**src/rtl/booth_pkg.sv**
```systemverilog
// ----------------------------------------------------------------------------
// booth_pkg
// Shared definitions for the Booth multiplier sequencer:
//   - state_t      : controller FSM states
//   - ADDR_*       : Avalon word addresses of the register map
//   - CSR_*        : bit positions inside the CTRL/STATUS register
// ----------------------------------------------------------------------------
package booth_pkg;

    typedef enum logic [1:0] {
        IDLE = 2'd0,
        LOAD = 2'd1,
        STEP = 2'd2,
        DONE = 2'd3
    } state_t;

    localparam logic [1:0] ADDR_OPA = 2'd0;
    localparam logic [1:0] ADDR_OPB = 2'd1;
    localparam logic [1:0] ADDR_CSR = 2'd2;
    localparam logic [1:0] ADDR_RES = 2'd3;

    localparam int CSR_START  = 0;
    localparam int CSR_DONE   = 1;
    localparam int CSR_IRQ_EN = 2;

endpackage

```
**src/rtl/booth_seq_ctrl_if.sv**
```systemverilog
// ----------------------------------------------------------------------------
// booth_seq_ctrl_if
// Avalon-MM slave bus plus result/status outputs of the Booth sequencer.
//   address    : word address (OPA, OPB, CTRL/STATUS, RESULT)
//   chipselect : slave select
//   write_n    : active-low write strobe
//   writedata  : write data
//   readdata   : read data, zero read latency
//   out_port   : last completed product (RES_W bits)
//   busy       : multiplication in progress
//   irq        : done AND irq_en
// master drives the bus side; slave is the sequencer.
// ----------------------------------------------------------------------------
interface booth_seq_ctrl_if #(
    parameter int OP_W = 6
);
    localparam int RES_W = 2 * OP_W;

    logic [1:0]       address;
    logic             chipselect;
    logic             write_n;
    logic [31:0]      writedata;
    logic [31:0]      readdata;
    logic [RES_W-1:0] out_port;
    logic             busy;
    logic             irq;

    modport master (
        output address, chipselect, write_n, writedata,
        input  readdata, out_port, busy, irq
    );

    modport slave (
        input  address, chipselect, write_n, writedata,
        output readdata, out_port, busy, irq
    );

endinterface

```
**src/rtl/booth_step_dp.sv**
```systemverilog
// ----------------------------------------------------------------------------
// booth_step_dp
// One combinational radix-2 Booth step: conditional add/subtract of the
// multiplicand followed by an arithmetic right shift of {A,Q,q_m1}.
//   i_a    : accumulator (OP_W+1 bits, signed)
//   i_q    : multiplier / low product bits
//   i_qm1  : bit shifted out of Q on the previous step
//   i_m    : multiplicand, sign-extended to OP_W+1 bits
//   o_a, o_q, o_qm1 : values after the step
// ----------------------------------------------------------------------------
module booth_step_dp #(
    parameter int OP_W = 6
) (
    input  logic signed [OP_W:0]   i_a,
    input  logic        [OP_W-1:0] i_q,
    input  logic                   i_qm1,
    input  logic signed [OP_W:0]   i_m,
    output logic signed [OP_W:0]   o_a,
    output logic        [OP_W-1:0] o_q,
    output logic                   o_qm1
);

    logic signed [OP_W:0] w_sum;

    always_comb begin
        w_sum = i_a;
        case ({i_q[0], i_qm1})
            2'b01:   w_sum = i_a + i_m;
            2'b10:   w_sum = i_a - i_m;
            default: w_sum = i_a;
        endcase
    end

    // Arithmetic shift: the accumulator MSB is replicated, its LSB drops into Q.
    assign o_a   = {w_sum[OP_W], w_sum[OP_W:1]};
    assign o_q   = {w_sum[0], i_q[OP_W-1:1]};
    assign o_qm1 = i_q[0];

endmodule

```
**src/rtl/booth_seq_ctrl.sv**
```systemverilog
// ----------------------------------------------------------------------------
// booth_seq_ctrl
// Avalon-MM slave that sequences a radix-2 Booth multiplication, one step
// per clock, and publishes the product on out_port.
//   clk   : system clock
//   reset : synchronous, active-high reset
//   bus   : booth_seq_ctrl_if.slave (Avalon slave + out_port/busy/irq)
// Register map: 0 OPA, 1 OPB, 2 CTRL/STATUS, 3 RESULT (read only).
// Latency: start accepted at edge T -> product and done at edge T+OP_W+2.
// ----------------------------------------------------------------------------
module booth_seq_ctrl
    import booth_pkg::*;
#(
    parameter  int OP_W  = 6,
    localparam int RES_W = 2 * OP_W
) (
    input  logic clk,
    input  logic reset,
    booth_seq_ctrl_if.slave bus
);

    localparam int CNT_W = (OP_W > 1) ? $clog2(OP_W) : 1;
    localparam logic [CNT_W-1:0] CNT_LAST = CNT_W'(OP_W - 1);

    // Register file and status
    logic signed [OP_W-1:0]  r_opa;
    logic signed [OP_W-1:0]  r_opb;
    logic                    r_irq_en;
    logic                    r_done;
    logic                    r_busy;
    logic        [RES_W-1:0] r_result;

    // Sequencer state and Booth working registers
    state_t                  r_state;
    logic        [CNT_W-1:0] r_cnt;
    logic signed [OP_W:0]    r_m;
    logic signed [OP_W:0]    r_a;
    logic        [OP_W-1:0]  r_q;
    logic                    r_qm1;

    logic                    w_wr;
    logic                    w_wr_opa;
    logic                    w_wr_opb;
    logic                    w_wr_csr;
    logic                    w_start;
    logic                    w_clr_done;
    logic signed [OP_W:0]    w_a_nxt;
    logic        [OP_W-1:0]  w_q_nxt;
    logic                    w_qm1_nxt;
    logic                    w_unused_wd;

    assign w_wr       = bus.chipselect & ~bus.write_n;
    assign w_wr_opa   = w_wr & (bus.address == ADDR_OPA);
    assign w_wr_opb   = w_wr & (bus.address == ADDR_OPB);
    assign w_wr_csr   = w_wr & (bus.address == ADDR_CSR);
    assign w_start    = w_wr_csr & bus.writedata[CSR_START];
    assign w_clr_done = w_wr_csr & bus.writedata[CSR_DONE];

    // Upper writedata bits carry no meaning in this register map.
    assign w_unused_wd = &{1'b0, bus.writedata};

    booth_step_dp #(
        .OP_W (OP_W)
    ) u_step (
        .i_a   (r_a),
        .i_q   (r_q),
        .i_qm1 (r_qm1),
        .i_m   (r_m),
        .o_a   (w_a_nxt),
        .o_q   (w_q_nxt),
        .o_qm1 (w_qm1_nxt)
    );

    always_ff @(posedge clk) begin
        if (reset) begin
            r_opa    <= '0;
            r_opb    <= '0;
            r_irq_en <= 1'b0;
            r_done   <= 1'b0;
            r_busy   <= 1'b0;
            r_result <= '0;
            r_state  <= IDLE;
            r_cnt    <= '0;
            r_m      <= '0;
            r_a      <= '0;
            r_q      <= '0;
            r_qm1    <= 1'b0;
        end else begin
            if (w_wr_opa) r_opa <= bus.writedata[OP_W-1:0];
            if (w_wr_opb) r_opb <= bus.writedata[OP_W-1:0];
            if (w_wr_csr) r_irq_en <= bus.writedata[CSR_IRQ_EN];

            // A clear issued while DONE sets the flag is overridden below.
            if (w_clr_done) r_done <= 1'b0;

            case (r_state)
                IDLE: begin
                    if (w_start) begin
                        r_state <= LOAD;
                        r_busy  <= 1'b1;
                        r_done  <= 1'b0;
                    end
                end
                LOAD: begin
                    // Snapshot operands; later register writes do not disturb the run.
                    r_m     <= {r_opb[OP_W-1], r_opb};
                    r_q     <= r_opa;
                    r_a     <= '0;
                    r_qm1   <= 1'b0;
                    r_cnt   <= '0;
                    r_state <= STEP;
                end
                STEP: begin
                    r_a   <= w_a_nxt;
                    r_q   <= w_q_nxt;
                    r_qm1 <= w_qm1_nxt;
                    r_cnt <= r_cnt + CNT_W'(1);
                    if (r_cnt == CNT_LAST) r_state <= DONE;
                end
                DONE: begin
                    r_result <= {r_a[OP_W-1:0], r_q};
                    r_done   <= 1'b1;
                    r_busy   <= 1'b0;
                    r_state  <= IDLE;
                end
                default: r_state <= IDLE;
            endcase
        end
    end

    always_comb begin
        bus.readdata = '0;
        case (bus.address)
            ADDR_OPA: bus.readdata = 32'(r_opa);
            ADDR_OPB: bus.readdata = 32'(r_opb);
            ADDR_CSR: begin
                bus.readdata[CSR_START]  = r_busy;
                bus.readdata[CSR_DONE]   = r_done;
                bus.readdata[CSR_IRQ_EN] = r_irq_en;
            end
            ADDR_RES: bus.readdata = 32'($signed(r_result));
            default:  bus.readdata = '0;
        endcase
    end

    assign bus.out_port = r_result;
    assign bus.busy     = r_busy;
    assign bus.irq      = r_done & r_irq_en;

endmodule

```
**src/flat_wrapper.sv**
```systemverilog
// flat-port wrapper written by rule: the top's interface ports become plain ports
module booth_seq_ctrl_flat import booth_pkg::*;
#(
    parameter  int OP_W  = 6,
    localparam int RES_W = 2 * OP_W
)
  (clk, reset, bus_address, bus_chipselect, bus_write_n, bus_writedata, bus_readdata, bus_out_port, bus_busy, bus_irq);
  booth_seq_ctrl_if #(.OP_W(OP_W)) bus_i ();
  input  logic clk;
  input  logic reset;
  input wire logic [$bits(bus_i.address)-1:0] bus_address;
  input wire logic [$bits(bus_i.chipselect)-1:0] bus_chipselect;
  input wire logic [$bits(bus_i.write_n)-1:0] bus_write_n;
  input wire logic [$bits(bus_i.writedata)-1:0] bus_writedata;
  output wire logic [$bits(bus_i.readdata)-1:0] bus_readdata;
  output wire logic [$bits(bus_i.out_port)-1:0] bus_out_port;
  output wire logic [$bits(bus_i.busy)-1:0] bus_busy;
  output wire logic [$bits(bus_i.irq)-1:0] bus_irq;
  assign bus_i.address = bus_address;
  assign bus_i.chipselect = bus_chipselect;
  assign bus_i.write_n = bus_write_n;
  assign bus_i.writedata = bus_writedata;
  assign bus_readdata = bus_i.readdata;
  assign bus_out_port = bus_i.out_port;
  assign bus_busy = bus_i.busy;
  assign bus_irq = bus_i.irq;
  booth_seq_ctrl #(.OP_W(OP_W)) u_core (.clk(clk), .reset(reset), .bus(bus_i));
endmodule
```
**config.mk**
```make
export PLATFORM = sky130hd
export DESIGN_NAME = booth_seq_ctrl_flat
export DESIGN_NICKNAME = d
export VERILOG_FILES = /design/src/rtl/booth_pkg.sv /design/src/rtl/booth_seq_ctrl_if.sv /design/src/rtl/booth_step_dp.sv /design/src/rtl/booth_seq_ctrl.sv /design/src/flat_wrapper.sv
export SDC_FILE = /design/constraint.sdc
export NUM_CORES = 1
export LEC_CHECK = 0
export ABC_CLOCK_PERIOD_IN_PS = 2390
export CAP_MARGIN = 15
export CELL_PAD_IN_SITES_DETAIL_PLACEMENT = 0
export CELL_PAD_IN_SITES_GLOBAL_PLACEMENT = 1
export CORE_MARGIN = 5
export CORE_UTILIZATION = 35
export DETAILED_ROUTE_END_ITERATION = 12
export MAX_ROUTING_LAYER = met4
export PLACE_DENSITY = 0.8
export REMOVE_ABC_BUFFERS = 1
export SLEW_MARGIN = 25
export SYNTH_ARGS = -nofsm -noshare
export SYNTH_HDL_FRONTEND = slang
export SYNTH_SLANG_ARGS = --single-unit
```
**constraint.sdc**
```tcl
create_clock -name clk -period 2.39 [get_ports clk]
set_clock_uncertainty 0.1 [all_clocks]
set_input_delay 0.478 -clock clk [delete_from_list [all_inputs] [get_ports clk]]
set_output_delay 0.478 -clock clk [all_outputs]
set_load 0.02 [all_outputs]
```
# Word level (Yosys, flattened, before mapping)
# Cells that the tools add are included.
# Widths: inputs -> output; s select.
# totals
register_bits	52
inputBits	38
out_inout_bits	46
wordCells	55
# op_classes
add_sub_neg	3
eq_ne	11
muxes	15
bitwise_logic	8
reduce_logical	6
# op_table
operator	n
$pmux 29 s3	1
$pmux 7 s2	2
$pmux 3 s4	1
$pmux 6 s2	1
$eq 2x2->1 const B	5
$pmux 2 s4	1
$add 7x6->7	1
$and 1x1->1	7
$sub 7x6->7	1
$eq 2x1->1 const B	3
$pmux 1 s2	3
$pmux 3 s2	1
$logic_not 2->1	2
$mux 2	2
$ne 2x1->1 const B	2
$reduce_and 2->1	2
$reduce_bool 2->1	2
$add 3x1->3 const B	1
$eq 3x3->1 const B	1
$mux 1	3
$not 1->1	1

# Depth between registers and ports, before layout
# Gate-level depths: netlist (run 1).
# depth
depth_word	7
depth_mapped	10

# By module
# Synthesis (run 1) repeated with hierarchy kept, for this count alone.
# unflattened
cells_unflattened	329
hier_area_um2	3010.4
# modules_own_cells
module	n_inst	cells_each	area_per_inst_um2	seq_area_each_um2
booth_seq_ctrl	1	259	2473.6	1041.0
booth_step_dp	1	70	536.8	0.0

# Least setup slack after synthesis (run 1)
# Ideal clock, no wire load.
# synth_path
path_type	in2out
start	input port bus_address[0]
end	output port bus_readdata[12]
arrival_time_ns	1.748
required_ns	1.812
slack_ns	0.064
stages	5
n_path_buf	3
cell_sequence	buf_6 -> and2_1 -> clkbuf_1 -> a21o_1 -> buf_4
# synth_between
elab_chain_len	2
word_cells_on_any_way	4
cone_classes	2 x eq/ne; 1 x mux; 1 x reduce/logical
# synth_rtl
element	line_no	rtl
from (decl)	flat_wrapper.sv:11	input wire logic [$bits(bus_i.address)-1:0] bus_address;
$eq 2x2->1 (tied with other cells)	booth_seq_ctrl.sv:133	case (bus.address)
$pmux 29 s3 *	booth_seq_ctrl.sv:133	
to (decl)	flat_wrapper.sv:15	output wire logic [$bits(bus_i.readdata)-1:0] bus_readdata;
# Mark *: on every way between the ends. The rest lies on a longest branch, timed or not.

# Worst setup path after layout (run 1)
# layout_path
start	input port bus_address[0]
end	output port bus_readdata[6]
# The elaborated chain is that of the path after synthesis.

==> results.yml, run 1 <==
run_status:
  status: "completed"
logic_synthesis:
  yosysWarnings: 0
  yosysUniqueCellTypes: 41
  synth_most_common_cell: "nor2_1"
  synth-simple-area-share: 0.158
  synthTopCellsByArea: "dfxtp_1, mux2i_1, nor2_1"
  syn_area_sq_mm: 0.00285
  synthMuxAreaShare: 0.179
  synth-async-reset-ratio: 0
  yosys_register_bits: 51
  synth-edff-count: 0
  synthAdderAreaFrac: 0.0684
  synth_top_cell_by_area: "dfxtp_1"
  synth_ff_type: "dfxtp_1"
  synth_top_family_by_area: "multiplexers"
  ys_seq_area_frac: 0.358
  synthXorXnorAreaFrac: 0.0276
  synth_area_per_cell_sq_um: 9.03
  synth_top_cell_area_share: 0.358
  synth_compound_area_frac: 0.110
  syn_inst: 316
  synthTopCellsByCount: "nor2_1, dfxtp_1, mux2i_1, buf_4, nand2_1"
finish:
  drive_gt1_frac: 0.118
  syn2layout_area_growth_pct: 24.6
  num_antenna_cells: 0
  finish.net_count: 415
route:
  dr_wl_met2_um: 3300
  viasPerCell: 4.81
  wl_met1_um: 3100
  drc: 0
  vias: 2249
  drtAntennaViolNets: 0
  top_layer_used: "met4"
  drt-initial-drc-count: 48
  wl_um: 6630
  drt_first_pass_iters: 3
  wl_met3_um: 171
  post_drt_wl_per_cell_um: 14.2
global_route:
  grt-ovfl-total: 0
  grt_max_degree: 25
  grt_pass1_wl_um: 11000
  grt_pass1_vias: 2209
  antenna_found_initial: 0
  grt_use_total: 0.139
clock_tree:
  clockBufferDepth: 2
  root_buffer: "clkbuf_8"
  clk_pin_slew_ps: 100
  numCtsBuffers: 5
  h-tree-depth: 2
  clkLatencyLatePin_ps: 310
  cts_tree: "built"
  clock_sink_count: 51
critical_path:
  crit_top_cell: "dlygate4sd2_1"
  crit_chain: "dlygate4sd2_1 > mux2i_1 > nor2_1 > buf_4 > a21o_1 > dlygate4sd2_1"
  critPathRequiredTime_ps: 1810
  critPathKind: "input port to primary output"
  slowest_stage: "dlygate4sd2_1"
  worst_setup_path_start_kind: "input port"
  cp_top_family: "buffers and inverters"
  crit_arrival_ps: 1710
  slowest_delay_ps: 320
  path_buf_inv: 3
  endpoint_kind: "primary output"
  crit_fanout: 6
floorplanning:
  num_rows: 33
  die_h_um: 100
  die_x_um: 100
  ioPinCount: 84
  start_util: 0.353
  fp.coreArea_sq_mm: 0.00809
  dieArea_sq_mm: 0.0101
sta:
  setup_viol: 0
  worst_slew_pin_slew_ps: 413
  drv_slew: 0
  final.min_clock_period_ps: 2290
  period_share: 0.956
  fin_ws_ps: 104
  hold_violations: 0
  finalSetupTns_ps: 0
  max_freq_mhz: 438
  rsz0062_at_grt: "false"
  timing.slew.headroom: 0.725
power:
  leakage_nw: 1.47
  power.density_mw_per_mm2: 643
  ir_worst_vdd_mv: 0.330
min_path:
  min_path_type: "flop to flop"
flow_run:
  drv_cap: 0
placement:
  port-buffer-count: 57
  place_hpwl_um: 5100
  place_ws_ps: -680
  gp_congestion: 0.862
==> layer usage <==
metal,GRT usage,up-vias
met4,0.0321,0
li1,-,1152
met1,0.178,1064
met3,0.0222,6
met5,-,-
met2,0.231,27
==> cells by family after synthesis <==
family / after synthesis
AO/OA/AOI/OAI: 48
XOR/XNOR: 9
adder cells (fa/ha/maj): 15
buffers and inverters: 50
flip-flops: 51
multiplexers: 46
AND/OR/NAND/NOR: 97
==> per-stage QoR <==
step / hold slack (ps) / cells / total power (W) / area [sq um] / utilization
5_1_grt: 415 / 468 / 0.00243 / 3550 / 0.439
3_3_place_gp: 356 / 459 / 0.00167 / 3470 / 0.429
3_5_place_dp: 363 / 459 / 0.00168 / 3470 / 0.429
4_1_cts: 378 / 467 / 0.00231 / 3540 / 0.438
2_1_floorplan: 335 / 278 / 0.00143 / 2620 / -
6_report: 372 / 468 / 0.00229 / 3550 / 0.439
==> worst min-delay path: stages, from the launching register on <==
cell and delay [ps]:
dfxtp_2 330, nand2_1 60, a21oi_1 50
==> where the power goes <==
| group | internal, W | switching [W] | leakage [nW] |
|---|---|---|---|
| Sequential | 0.000922 | 0.0000633 | 0.413 |
| Combinational | 0.000284 | 0.000386 | 0.994 |
| Clock | 0.000318 | 0.000312 | 0.0587 |
| Total | 0.00152 | 0.000761 | 1.47 |
==> timing repair <==
item	CTS	global route
hold buffers	0	0
pin swaps	0	4
buffers inserted	0	1
gates resized for setup	46	4
setup endpoints to repair	32	2
==> flip-flops by register name, indices dropped and copies added, names as in the netlist <==
signal	flops
u_core.r_q	6
u_core.bus.busy	1
u_core.bus.out_port	12
u_core.r_cnt	3
u_core.r_done	1
u_core.r_a	6
u_core.r_qm1	1
u_core.r_irq_en	1
u_core.r_opb	6
u_core.r_opa	6
u_core.r_m	6
u_core.r_state	2
==> cell usage in the layout (no fill, tap or decap), drive strengths merged, types with 4 or more instances in the layout <==
| cell | n |
|---|---|
| o22ai | 4 |
| o21ai | 9 |
| xnor2 | 8 |
| mux2i | 42 |
| nand3 | 4 |
| ha | 14 |
| nor2b | 4 |
| a21o | 7 |
| nand2 | 20 |
| dlygate4sd2 | 31 |
| inv | 13 |
| buf | 24 |
| dfxtp | 51 |
| nor2 | 54 |
| clkbuf | 5 |
| a21oi | 12 |
| clkdlybuf4s50 | 22 |
| a211oi | 6 |
==> final timing paths <==
kind / start / to / slack [ps] / cells past startpoint
max reg2reg: u_core.r_m[1] / u_core.r_a[5] / 140 / 9
min reg2reg: u_core.r_qm1 / u_core.r_qm1 / 370 / 2
min: u_core.r_qm1 / u_core.r_qm1 / 370 / 2
max: bus_address[0] / bus_readdata[6] / 100 / 6
==> area by class of cell <==
cell class              count  area [sq um]
inverters                  12          45.0
flip-flops and latches     51          1020
fillers                   836          4540
clock buffers               5          68.8
clock inverters             3          47.5
well taps                 105           131
multi-input cells         215          1560
repair buffers             77           678
Power figures use the tool's default switching activity.
==> inputs of run 2 (changes only) <==
- CORE_MARGIN: 5 -> default
==> results.yml, run 2 (synthesis results as in run 1) <==
run_status:
  status: "completed"
clock_tree:
  h-tree-depth: 2
  root_buffer: "clkbuf_8"
  clock_sink_count: 51
  cts_setup_buffers: 0
  cts_tree: "built"
  clkLatencyLatePin_ps: 310
  clockBufferDepth: 2
  clk_pin_slew_ps: 100
  numCtsBuffers: 5
sta:
  max_freq_mhz: 445
  period_share: 0.940
  final.min_clock_period_ps: 2250
  fin_worst_hold_slack_ps: 372
  timing.slew.headroom: 0.716
  setup_viol: 0
  hold_violations: 0
  rsz0062_at_grt: "false"
  drv_slew: 0
  fin_ws_ps: 143
  worst_slew_pin_slew_ps: 426
flow_run:
  drv_cap: 0
placement:
  place_ws_ps: -439
  gp_congestion: 0.796
  port-buffer-count: 57
  place_hpwl_um: 4790
global_route:
  grt-ovfl-total: 0
  grt_pass1_wl_um: 11100
  grt_max_degree: 22
  grt_pass1_vias: 2185
  antenna_found_initial: 0
  grt_use_total: 0.170
power:
  power.density_mw_per_mm2: 635
  ir_worst_vdd_mv: 0.430
  power_w: 0.00218
  leakage_nw: 1.35
critical_path:
  ff2ff_setup_slack_ps: 140
  critPathRequiredTime_ps: 2480
  worst_setup_path_start_kind: "flop"
  endpoint_kind: "flop"
  r2r_cells: 9
  critPathKind: "flop to flop"
  crit_fanout: 4
  r2r-end: "u_core.r_a[5]"
  crit_arrival_ps: 2330
  rr_startpoint: "u_core.r_m[1]"
floorplanning:
  die_x_um: 92.3
  fp.coreArea_sq_mm: 0.00781
  num_rows: 32
  start_util: 0.366
  die_h_um: 92.3
  dieArea_sq_mm: 0.00852
  ioPinCount: 84
finish:
  finish.net_count: 415
  fill_cells: 781
  final_util: 0.440
  largest_register_ffs: 12
  drive_gt1_frac: 0.198
  num_antenna_cells: 0
  syn2layout_area_growth_pct: 20.3
  final_common_cell: "nor2_1"
  layout_common_cells: "nor2_1, dfxtp_1, mux2i_1"
route:
  drt_first_pass_iters: 4
  post_drt_wl_per_cell_um: 14.1
  drt-initial-drc-count: 76
  viasPerCell: 4.79
  drc: 0
  drtAntennaViolNets: 0
  wl_um: 6570
  vias: 2229
min_path:
  hold_path.startpoint: "u_core.r_qm1"
  holdPathStages: 2
  min_path_type: "flop to flop"
  hold_end: "u_core.r_qm1"
-- run 2: changes by cell type in the layout (fill, tap and decap cells not counted), moves of 3 or more --
cell,delta
dlygate4sd2_1,-30
buf_2,+20
clkdlybuf4s15_2,+4
clkbuf_2,+3
mux4_1,-3
mux4_2,+3
-- run 2: layer usage --
| layer | vias to the layer above | global-route usage | routed length, um |
|---|---|---|---|
| met5 | - | - | 0 |
| met4 | 0 | 0.0482 | 45 |
| met3 | 5 | 0.0230 | 166 |
| met2 | 40 | 0.277 | 3140 |
| met1 | 1034 | 0.220 | 3220 |
| li1 | 1150 | - | - |
-- run 2: worst max path at each step --
stage | startpoint | end | slack [ps] | depth (start not counted)
after floorplan | bus_address[0] | bus_readdata[11] | -1580 | 3
after global placement | bus_address[1] | bus_readdata[29] | -420 | 6
after detailed placement | bus_address[1] | bus_readdata[17] | -440 | 6
after CTS | bus_address[1] | bus_readdata[0] | -20 | 4
after global routing | u_core.r_m[0] | u_core.r_a[4] | 3 | 9
final | u_core.r_m[1] | u_core.r_a[5] | 140 | 9
-- run 2: layout make-up --
| cell class | count | area (sq um) | area share |
|---|---|---|---|
| Tap cell | 102 | 128 | 0.0372 |
| Timing Repair Buffer | 77 | 607 | 0.177 |
| Multi-Input combinational cell | 215 | 1540 | 0.449 |
| Clock inverter | 2 | 16.3 | 0.00474 |
| Sequential cell | 51 | 1020 | 0.298 |
| Clock buffer | 6 | 72.6 | 0.0211 |
| Inverter | 12 | 45.0 | 0.0131 |
-- run 2: per-stage QoR --
stage	cell area (sq um)	cells	setup TNS, ps
floorplan	2620	278	-33190
CTS	3450	465	-16.1
finish	3430	465	0
global route	3430	465	0
global placement	3470	457	-12990
detailed placement	3470	457	-13290
-- run 2: power breakdown --
group / leakage (nW) / switching (W) / internal [W]
clock network: 0.0418 / 0.000307 / 0.000211
registers: 0.413 / 0.0000643 / 0.000922
logic: 0.899 / 0.000392 / 0.000284
total: 1.35 / 0.000764 / 0.00142
-- run 2: repair_timing --
item / 4_1_cts / 5_1_grt
hold endpoints to repair: 0 / 0
setup endpoints to repair: 32 / 13
gates resized for setup: 125 / 10
hold buffers: 0 / 0
-- run 2: critical path, stage by stage, from the launching register on --
cell	delay (ps)
dfxtp_2	360
inv_1	40
ha_1	260
mux2_2	290
fa_1	430
nor2b_1	170
o2111ai_1	120
nand4b_1	130
xnor2_1	130
o22ai_1	80
